`src/rtl/spi_master_param.sv`:
```
// Full-duplex SPI master: one frame per tx_valid/tx_ready handshake, CS low one cycle after accept.
// rx_valid pulses as CS rises; tx_ready stays low from accept until the CS gap has elapsed.
module spi_master_param #(
   parameter int DATA_WIDTH = 8,
   parameter int CLK_DIV    = 2,
   parameter bit CPOL       = 1'b0,
   parameter bit CPHA       = 1'b0,
   parameter bit LSB_FIRST  = 1'b1,
   parameter int CS_GAP     = 2
) (
   input  logic                  SPI_module_clk,
   input  logic                  SPI_rst_n,
   input  logic [DATA_WIDTH-1:0] tx_data,
   input  logic                  tx_valid,
   output logic                  tx_ready,
   output logic [DATA_WIDTH-1:0] rx_data,
   output logic                  rx_valid,
   output logic                  busy,
   output logic                  SPI_CLK,
   output logic                  SPI_TX,
   input  logic                  SPI_RX,
   output logic                  SPI_CS
);
   localparam int DW = (CLK_DIV > 1) ? $clog2(CLK_DIV) : 1;
   localparam int GW = (CS_GAP > 1) ? $clog2(CS_GAP) : 1;
   localparam int EW = $clog2(2 * DATA_WIDTH + 1);
   localparam logic [DW-1:0] DIV_LAST   = DW'(CLK_DIV - 1);
   localparam logic [GW-1:0] GAP_LAST   = GW'(CS_GAP - 1);
   localparam logic [EW-1:0] EDGE_LAST  = EW'(2 * DATA_WIDTH);
   localparam logic [EW-1:0] SHIFT_LAST = EW'(2 * DATA_WIDTH - 2);

   typedef enum logic [2:0] {IDLE, LEAD, XFER, TRAIL, GAP} state_t;

   state_t                state;
   logic [DW-1:0]         div_cnt;
   logic [GW-1:0]         gap_cnt;
   logic [EW-1:0]         edge_cnt;
   logic [EW-1:0]         edge_nxt;
   logic [DATA_WIDTH-1:0] tx_sh;
   logic [DATA_WIDTH-1:0] rx_sh;
   logic                  accept;
   logic                  div_done;
   logic                  lead_edge;

   function automatic logic first_bit(input logic [DATA_WIDTH-1:0] v);
      return LSB_FIRST ? v[0] : v[DATA_WIDTH-1];
   endfunction

   function automatic logic [DATA_WIDTH-1:0] shift_out(input logic [DATA_WIDTH-1:0] v);
      return LSB_FIRST ? (v >> 1) : (v << 1);
   endfunction

   function automatic logic [DATA_WIDTH-1:0] shift_in(input logic [DATA_WIDTH-1:0] v, input logic b);
      return LSB_FIRST ? {b, v[DATA_WIDTH-1:1]} : {v[DATA_WIDTH-2:0], b};
   endfunction

   assign accept    = tx_valid & tx_ready & (state == IDLE);
   assign div_done  = (div_cnt == DIV_LAST);
   assign edge_nxt  = edge_cnt + EW'(1);
   assign lead_edge = ~edge_cnt[0];

   always_ff @(posedge SPI_module_clk) begin
      if (!SPI_rst_n) begin
         state    <= IDLE;
         div_cnt  <= '0;
         gap_cnt  <= '0;
         edge_cnt <= '0;
         tx_sh    <= '0;
         rx_sh    <= '0;
         rx_data  <= '0;
         rx_valid <= 1'b0;
         tx_ready <= 1'b0;
         busy     <= 1'b0;
         SPI_CS   <= 1'b1;
         SPI_CLK  <= CPOL;
         SPI_TX   <= 1'b0;
      end else begin
         rx_valid <= 1'b0;
         case (state)
            IDLE: begin
               tx_ready <= 1'b1;
               if (accept) begin
                  state    <= LEAD;
                  tx_ready <= 1'b0;
                  busy     <= 1'b1;
                  SPI_CS   <= 1'b0;
                  div_cnt  <= '0;
                  edge_cnt <= '0;
                  // CPHA=0 must present the first bit before the first (sampling) edge
                  if (CPHA) begin
                     tx_sh  <= tx_data;
                     SPI_TX <= 1'b0;
                  end else begin
                     tx_sh  <= shift_out(tx_data);
                     SPI_TX <= first_bit(tx_data);
                  end
               end
            end
            LEAD, XFER: begin
               div_cnt <= div_done ? '0 : div_cnt + DW'(1);
               if (div_done) begin
                  edge_cnt <= edge_nxt;
                  SPI_CLK  <= ~SPI_CLK;
                  if (lead_edge != CPHA)
                     rx_sh <= shift_in(rx_sh, SPI_RX);
                  if ((lead_edge == CPHA) && (CPHA || (edge_nxt <= SHIFT_LAST))) begin
                     SPI_TX <= first_bit(tx_sh);
                     tx_sh  <= shift_out(tx_sh);
                  end
                  state <= (edge_nxt == EDGE_LAST) ? TRAIL : XFER;
               end
            end
            TRAIL: begin
               div_cnt <= div_done ? '0 : div_cnt + DW'(1);
               if (div_done) begin
                  state    <= GAP;
                  SPI_CS   <= 1'b1;
                  SPI_TX   <= 1'b0;
                  rx_valid <= 1'b1;
                  rx_data  <= rx_sh;
                  gap_cnt  <= '0;
               end
            end
            GAP: begin
               gap_cnt <= gap_cnt + GW'(1);
               if (gap_cnt == GAP_LAST) begin
                  state    <= IDLE;
                  tx_ready <= 1'b1;
                  busy     <= 1'b0;
               end
            end
            default: state <= IDLE;
         endcase
      end
   end
endmodule

```
`config.mk`:
```
export PLATFORM = sky130hd
export DESIGN_NAME = spi_master_param
export DESIGN_NICKNAME = d
export VERILOG_FILES = /design/src/rtl/spi_master_param.sv
export SDC_FILE = /design/constraint.sdc
export NUM_CORES = 1
export LEC_CHECK = 0
export BUFFER_PORTS_ARGS = -buffer_cell sky130_fd_sc_hd__clkbuf_2
export CAP_MARGIN = 20
export CORE_UTILIZATION = 56
export DETAILED_ROUTE_END_ITERATION = 8
export PLACE_DENSITY = 0.74
export SYNTH_ARGS = -nofsm -noshare
export SYNTH_HDL_FRONTEND = slang
export SYNTH_SLANG_ARGS = --single-unit
```
`constraint.sdc`:
```
create_clock -name SPI_module_clk -period 2.2 [get_ports SPI_module_clk]
set_input_delay 0.22 -clock SPI_module_clk [delete_from_list [all_inputs] [get_ports SPI_module_clk]]
set_output_delay 0.22 -clock SPI_module_clk [all_outputs]
set_load 0.02 [all_outputs]
```
[Yosys cells after proc, flatten, opt, wreduce, memory -nomap -nowiden]
Index checks and enable logic that the tools add are counted.
Storage, ports and cells
  output and inout port bits: 14
  register bits after elaboration: 40
Operators by class
  muxes and demuxes: 31
  add/sub/neg operators: 3
  eq/ne operators: 10
  $lt $le $gt $ge: 1
  reduce and logical (&&, ||, !) cells: 23
  bitwise operators: 4
Operator list (number)
  8-bit 2-to-1 mux: 3
  8-bit one-hot mux with 2 select lines: 1
  1-bit 2-to-1 mux: 13
  3-bit 2-to-1 mux: 4
  3-bit one-hot mux with 4 select lines: 1
  2-bit AND reduction: 6
  3-bit AND reduction: 4
  5-bit 2-to-1 mux: 2
  2-bit inequality test (second input constant): 5
  1-bit one-hot mux with 2 select lines: 5
  5-bit one-hot mux with 2 select lines: 1
  2-bit nonzero test: 5
  4-bit AND reduction: 2
  3-bit by 2-bit == test with 1-bit output (second input constant): 2
  5-bit by 1-bit adder with 5-bit output (second input constant): 1
  5-bit == test (second input constant): 1
  5-bit by 4-bit <= comparator with 1-bit output (second input constant): 1
  5-bit AND reduction: 1
  3-bit by 1-bit == test with 1-bit output (second input constant): 1
  3-bit == test (second input constant): 1
  3-bit zero test: 1
  1-bit one-hot mux with 3 select lines: 1
  3-bit nonzero test: 1
  3-bit OR reduction: 1
  5 further kinds: 8

[Depth between registers and ports, before layout]
Gate-level depths: netlist of run 1.
  depth after elaboration: 6
  mapped depth: 7
  gate-level depth less buffers: 6

[Worst setup path after synthesis of run 1]
OpenSTA, ideal clock, no wires.
  path kind: flip-flop to flip-flop
  start point: reg edge_cnt[1]
  end point: reg tx_sh[5]
  slack: 374 ps
  data arrival time: 1710 ps
  data required time: 2084 ps
  path buffers: 0
  library setup time: 116 ps
  stages on the path, launching flop included: 7
  path through: dfxtp_1 -> inv_1 -> ha_1 -> or3_1 -> o32ai_4 -> nor2_2 -> o211a_1
Between the ends
  longest elaborated chain between the ends: 5
RTL lines
  start: declaration: line 37  | logic [EW-1:0] edge_cnt;
  start signal: assignment: line 102  | edge_cnt <= edge_nxt;
  5-bit by 1-bit adder with 5-bit output: line 59  | assign edge_nxt = edge_cnt + EW'(1);
  5-bit by 4-bit <= comparator with 1-bit output: line 106  | if ((lead_edge == CPHA) && (CPHA || (edge_nxt <= SHIFT_LAST))) begin
  1-bit logical AND: line 106
  2-bit inequality test (no source line)
  4-bit AND reduction (no source line)
  end signal: assignment: line 91  | tx_sh <= tx_data;
  end signal: assignment: line 94  | tx_sh <= shift_out(tx_data);
  end signal: assignment: line 108  | tx_sh <= shift_out(tx_sh);
  end: declaration: line 39  | logic [DATA_WIDTH-1:0] tx_sh;
No other way between the ends.
A chain may end at the register's enable or synchronous reset.

[Worst setup path in the final report of run 1]
  start point: reg edge_cnt[1]
  end point: reg tx_sh[1]
Same word-level chain as after synthesis.

==> key figures, run 1 <==
Yosys
  • Mapped Nets: 225
  • Seq/Total Area, Yosys: 0.419
  • Flops & latches, synth: 39
  • Synth Area per Inst: 8.87 µm²
  • Cells after Synth: 210
  • Post-synthesis async set-or-reset flop share: 0
  • Synth top cells by count: dfxtp_1 (39), nand2_1 (35), a21boi_0 (19), o21ai_0 (16)
  • EDFF count, synth: 0
  • Largest area contributor in the netlist: dfxtp_1
  • YS warnings: 0
  • Yosys cell types: 36
  • Most common cell in the netlist: dfxtp_1
  • Synthesized area: 1860 µm²
  • Ranking of synthesized cells by area: dfxtp_1 (42%), a21boi_0 (7.7%), nand2_1 (7.1%), o21ai_0 (4.3%), mux2_4 (4.0%)
  • Synth top area share: 0.419
  • Synth Flop Type: dfxtp_1

Timing
  • Final hold vios: 0
  • Min Tclk post-route: 2.09 ns
  • Worst slew pin tran: 0.649 ns
  • Clock skew: 0.00822 ns
  • Unrepaired setup endpoints after global routing: false
  • Setup-failing EPs final: 0
  • Relative slew slack: 0.568
  • Setup WS post-layout: 0.114 ns
  • Max-slew violation count: 0
  • Max Fclk: 479 MHz
  • Setup TNS: 0 ns
  • Fin crit share: 0.948

Drt
  • Vias per cell: 5.65
  • DRC Markers: 0
  • DRT Wirelength: 4100 µm
  • Via count: 1600
  • DR WL/cell: 14.5 µm
  • Drt initial violations: 110
  • Post-route ant nets: 0
  • 1st-pass router iterations: 4

Finish
  • Final-layout fill cell count: 273
  • Area grow syn2layout: 14.2%
  • Fin cells: 283
  • Antenna cells: 0
  • Layout cell share with drive strength beyond 1: 0.226
  • Final #Nets: 253
  • Final Cell Area: 2130 µm²
  • Finished Core Util: 0.685

Power and ir drop
  • P_leak: 0.893 nW
  • Pwr/cell area: 983 nW/µm²
  • VDD IR max: 0.672 mV

Setup path
  • WP data arrival: 2.35 ns
  • Critical Path Sink Type: flip-flop
  • Crit-path cells: inv_1 > ha_1 > or3_1 > o32ai_4 > nor2_2 > o211a_1
  • Critical Path Slowest Stage Cell: dfxtp_1
  • Critical Path RT: 2.46 ns
  • Worst stage delay on the critical path: 0.42 ns
  • CP startpoint kind: flip-flop
  • Critical path type: flip-flop to flip-flop
  • R2R setup slack: 0.11 ns
  • Max FO, Critical Path: 9

Floorplanning
  • Io pins: 26
  • Die Area: 3560 µm²
  • Initial Utilization: 0.600
  • Die height: 59.7 µm
  • Chip width: 59.7 µm
  • Core area: 3100 µm²
  • Row cnt: 20

Global route
  • Largest net degree at the start of global routing: 42
  • GRT Total Usage: 0.256
  • Total grt overflow: 0
  • First-pass GRT wire length: 6690 µm
  • Vias in the first global route: 1482
  • Initial antenna violation count: 0

Clocking
  • Cts bufs inserted: 5
  • Clock slew at reported path FFs: 0.12 ns
  • CTS tree: built
  • Max clock buf depth: 2
  • Worst-Skew Late Latency: 0.36 ns
  • Setup Buffers After CTS: 0
  • CTS root buf: clkbuf_4
  • Clock sink count: 39
  • H-tree level count: 2

Place
  • Gpl congestion: 0.789
  • IO Port Bufs: 25
  • Pre-CTS WS: 0.0637 ns
  • Post-DP HPWL: 2850 µm
  • Placed cells: 275
  • Area post-placement: 2040 µm²

Job
  • Max-Cap Viols: 0

Worst hold path
  • Hold crit path type: input port to flip-flop

Outcome
  • Status: finished, final reports clean
[critical path, delay by kind of cell, from the launching register on]
family / cells / cell delay (ns)
AO/OA/AOI/OAI: 2 / 0.62
AND/OR/NAND/NOR: 2 / 0.56
flip-flops: 1 / 0.42
adder cells (fa/ha/maj): 1 / 0.31
buffers and inverters: 1 / 0.08
[final cells by class]
class / instances / area [µm²] / area share
Clock buffer: 5 / 37.5 / 0.0176
Clock inverter: 3 / 43.8 / 0.0206
Inverter: 4 / 15.0 / 0.00706
Multi-Input combinational cell: 155 / 1010 / 0.474
Sequential cell: 39 / 782 / 0.368
Tap cell: 44 / 55.1 / 0.0259
Timing Repair Buffer: 33 / 185 / 0.0871
[through the flow]
step           power [mW]  hold WS [ns]
2_1_floorplan        1.45         0.356
3_3_place_gp         1.56         0.450
3_5_place_dp         1.60         0.463
4_1_cts              2.09        0.0782
5_1_grt              2.21        0.0852
6_report             2.09        0.0840
[placed cells by master (no fill, tap or decap), types with 2 or more instances in the layout]
| cell type | n |
|---|---|
| buf_4 | 8 |
| o211ai_1 | 2 |
| a21boi_0 | 19 |
| o21ai_0 | 16 |
| clkbuf_4 | 5 |
| dfxtp_1 | 38 |
| nand2_1 | 35 |
| or3_1 | 7 |
| a31oi_1 | 3 |
| nor2b_1 | 4 |
| and3_1 | 5 |
| xor2_1 | 3 |
| mux2_4 | 5 |
| ha_1 | 3 |
| inv_1 | 4 |
| xnor2_1 | 5 |
| nand3_1 | 9 |
| o211a_1 | 6 |
| and2_1 | 4 |
| nor2_2 | 2 |
| clkbuf_2 | 25 |
| a21oi_1 | 4 |
| nor2_1 | 9 |
[worst paths after layout]
kind         depth (start not counted)        start          to
min                                  3   tx_data[7]    tx_sh[6]
max                                  6  edge_cnt[1]    tx_sh[1]
max reg2reg                          6  edge_cnt[1]    tx_sh[1]
min reg2reg                          2   rx_data[3]  rx_data[3]
[logic make-up after synthesis]
kind of cell    share of synthesized area
simple gates                        0.203
compound gates                      0.226
flops                               0.419
buf+inv                            0.0423
xor+xnor                           0.0376
mux                                0.0517
fa+ha+maj                          0.0202
[power breakdown]
group / switching [mW] / total, mW / leakage (nW) / internal, mW
Combinational: 0.395 / 0.723 / 0.531 / 0.329
Clock: 0.250 / 0.489 / 0.0452 / 0.239
Sequential: 0.0731 / 0.878 / 0.317 / 0.805
Total: 0.718 / 2.09 / 0.893 / 1.37
[metal layers]
| layer | up-vias | track usage | share of wire | routed length [µm] |
|---|---|---|---|---|
| met3 | 9 | 0.0736 | 0.054 | 223 |
| met4 | 0 | 0.0897 | 0.020 | 81 |
| met2 | 56 | 0.422 | 0.49 | 1990 |
| li1 | 788 | - | - | - |
| met5 | - | 0 | 0 | 0 |
| met1 | 747 | 0.319 | 0.44 | 1800 |
[state kept, by name (all words and copies together), names as in the netlist]
register	flops
edge_cnt	5
rx_sh	8
busy	1
SPI_TX	1
state	3
tx_sh	7
tx_ready	1
gap_cnt	1
div_cnt	1
rx_valid	1
SPI_CLK	1
rx_data	8
SPI_CS	1
[what timing repair did]
action	4_1_cts	5_1_grt
gates resized for setup	0	2
setup endpoints to repair	0	7
hold buffers	0	0
Power figures use the tool's default switching activity.
==> run 2: changes to the inputs <==
Settings changed: PLACE_DENSITY 0.74 to 0.78.
==> run 2 against run 1 <==
  * Sequential share of layout area is 0.12 points lower
  * Global-route usage is 1.2 points lower
  * Clock power is 22% higher
  * Fmax hardly changed
  * Critical path depth stayed put
  * Wire length is 7.0% lower
  * Flip-flop and latch count stayed put
  * Cell count is 0.71% lower
  * Sequential power is 2.6% higher
  * First-iteration DRC count is 26% lower
  * Register-to-register slack hardly changed
  * Highest routed layer unchanged
==> key figures, run 2 (synthesis results as in run 1) <==
Power and ir drop
  • Seq pwr share: 0.417 (-0.003)
  • Switching power total: 691 µW (-3.8%)
  • Cell Int Power: 1.47 mW (+7.0%)
  • P_leak: 0.890 nW (-0.42%)
  • Pwr/cell area: 1010 nW/µm² (+3.1%)
  • Clock power share: 0.275 (+0.041)
  • VDD IR max: 0.638 mV (-5.0%)
  • Combinational fraction of design power: 0.307 (-0.039)
  • Net Sw Frac: 0.320 (-0.0235)

Timing
  • Setup TNS: 0 ns (unchanged)
  • Setup WS post-layout: 0.113 ns (-0.000741 ns)
  • Final hold vios: 0 (unchanged)
  • Setup-failing EPs final: 0 (unchanged)
  • Unrepaired setup endpoints after global routing: false
  • Max-slew violation count: 0 (unchanged)
  • Worst slew pin tran: 0.664 ns (+0.0155 ns)
  • Min Tclk post-route: 2.09 ns (+0.000741 ns)
  • Relative slew slack: 0.557 (-0.0103)
  • Max Fclk: 479 MHz (about the same)
  • Fin crit share: 0.949 (about the same)
  • Clock skew: 0.00723 ns (-0.000983 ns)

Setup path
  • CP delay by family, top: compound AO/OA/AOI/OAI gates
  • Critical path type: flip-flop to flip-flop
  • WP data arrival: 2.34 ns (about the same)
  • Worst stage delay on the critical path: 0.47 ns (+0.05 ns)
  • CP startpoint kind: flip-flop
  • Critical Path RT: 2.45 ns (about the same)
  • Worst Path Buf+Inv: 0 (-1)
  • Critical Path Sink Type: flip-flop
  • Critical Path Slowest Stage Cell: dfxtp_1
  • Crit-path cells: ha_1 > xnor2_1 > or3_1 > o32ai_4 > nor2_2 > o211a_1
  • Max FO, Critical Path: 9 (unchanged)

Place
  • Area post-placement: 2020 µm² (-0.74%)
  • IO Port Bufs: 25 (unchanged)
  • Pre-CTS WS: 0.0299 ns (-0.0338 ns)
  • Gpl congestion: 0.803 (+1.8%)
  • Post-DP HPWL: 2700 µm (-5.3%)
  • Placed cells: 273 (-0.73%)

Drt
  • Vias per cell: 5.58 (-1.3%)
  • Via count: 1568 (-2.0%)
  • DR WL/cell: 13.6 µm (-6.3%)
  • 1st-pass router iterations: 5 (+1)
  • DRT Wirelength: 3810 µm (-7.0%)
  • Drt initial violations: 81 (-26%)
  • Post-route ant nets: 0 (unchanged)
  • DRC Markers: 0 (unchanged)

Clocking
  • Cts bufs inserted: 5 (unchanged)
  • H-tree level count: 2 (unchanged)
  • Clock sink count: 39 (unchanged)
  • Setup Buffers After CTS: 0 (unchanged)
  • Clock slew at reported path FFs: 0.11 ns (about the same)
  • Worst-Skew Late Latency: 0.36 ns (about the same)
  • CTS root buf: clkbuf_4
  • CTS Hold Bufs: 0 (unchanged)
  • Max clock buf depth: 2 (unchanged)
  • CTS tree: built
  • PostCTS Resize Cnt: 1 (+1)

Job
  • Max-Cap Viols: 0 (unchanged)

Global route
  • Vias in the first global route: 1503 (+1.4%)
  • First-pass GRT wire length: 6460 µm (-3.4%)
  • Initial antenna violation count: 0 (unchanged)
  • Total grt overflow: 0 (unchanged)
  • GRT Total Usage: 0.244 (-0.0120)
  • Largest net degree at the start of global routing: 42 (unchanged)

Floorplanning
  • Io pins: 26 (unchanged)
  • Initial Utilization: 0.600 (unchanged)
  • Core area: 3100 µm² (unchanged)
  • Die Area: 3560 µm² (unchanged)
  • Chip width: 59.7 µm (unchanged)
  • Row cnt: 20 (unchanged)
  • Die height: 59.7 µm (unchanged)

Finish
  • Leading cell type in the layout, fill and taps excluded: dfxtp_1
  • Final Cell Area: 2130 µm² (+0.18%)
  • Registers with the most flip-flops: rx_data x8, rx_sh x8, tx_sh x7
  • Antenna cells: 0 (unchanged)
  • Area grow syn2layout: 14.4%
  • Final #Nets: 251 (-0.79%)
  • Fin cells: 281 (-0.71%)
  • Layout cell share with drive strength beyond 1: 0.211 (-0.0150)
  • Commonest non-fill, non-tap cells in the layout: dfxtp_1 (39), nand2_1 (35), clkbuf_2 (25), a21boi_0 (19), o21ai_0 (16)

Outcome
  • Status: finished, final reports clean

Worst hold path
  • Hold crit path type: input port to flip-flop
-- run 2: changes by cell type in the layout (fill, tap and decap cells not counted), sizes merged --
cell | before | now
buf | 8 | 6
clkbuf | 30 | 31
clkinv | 2 | 0
bufinv | 1 | 2
-- run 2: layout make-up --
class	instances	area (µm²)
inverter	4	15.0
multi-input combinational	155	1010
fill	288	972
clock buffer	6	41.3
clock inverter	2	60.1
tap	44	55.1
timing repair buffer	31	170
sequential	39	781
-- run 2: worst min-delay path, stage by stage --
cell and delay, ns:
clkbuf_2 0.08, nand2_1 0.04, a21boi_0 0.06
-- run 2: power groups by stage --
stage                     Clock (mW)  Combinational [mW]  Sequential [mW]
after floorplan                    0               0.556            0.890
after global placement             0               0.632            0.904
after detailed placement           0               0.654            0.915
after CTS                      0.604               0.665            0.900
after global routing           0.632               0.723            0.916
final                          0.595               0.664            0.901
-- run 2: per-layer routing --
metal  GRT usage  up-vias  part of all wire
li1            -      788                 -
met1       0.296      733              0.45
met2       0.421       41              0.49
met3      0.0584        6             0.044
met4      0.0864        0             0.014
met5           0        -                 0
-- run 2: stage by stage --
| stage | total power, mW | util | hold WS [ns] |
|---|---|---|---|
| 2_1_floorplan | 1.45 | - | 0.356 |
| 3_3_place_gp | 1.54 | 0.652 | 0.446 |
| 3_5_place_dp | 1.57 | 0.652 | 0.462 |
| 4_1_cts | 2.17 | 0.687 | 0.0873 |
| 5_1_grt | 2.27 | 0.687 | 0.106 |
| 6_report | 2.16 | 0.687 | 0.0911 |
-- run 2: worst paths after layout --
path,from,to,slack (ns),cells after the start
setup / recovery,edge_cnt[0],tx_sh[3],0.11,6
setup reg to reg,edge_cnt[0],tx_sh[3],0.11,6
hold reg to reg,rx_data[1],rx_data[1],0.47,2
hold / removal,SPI_RX,rx_sh[7],0.09,3
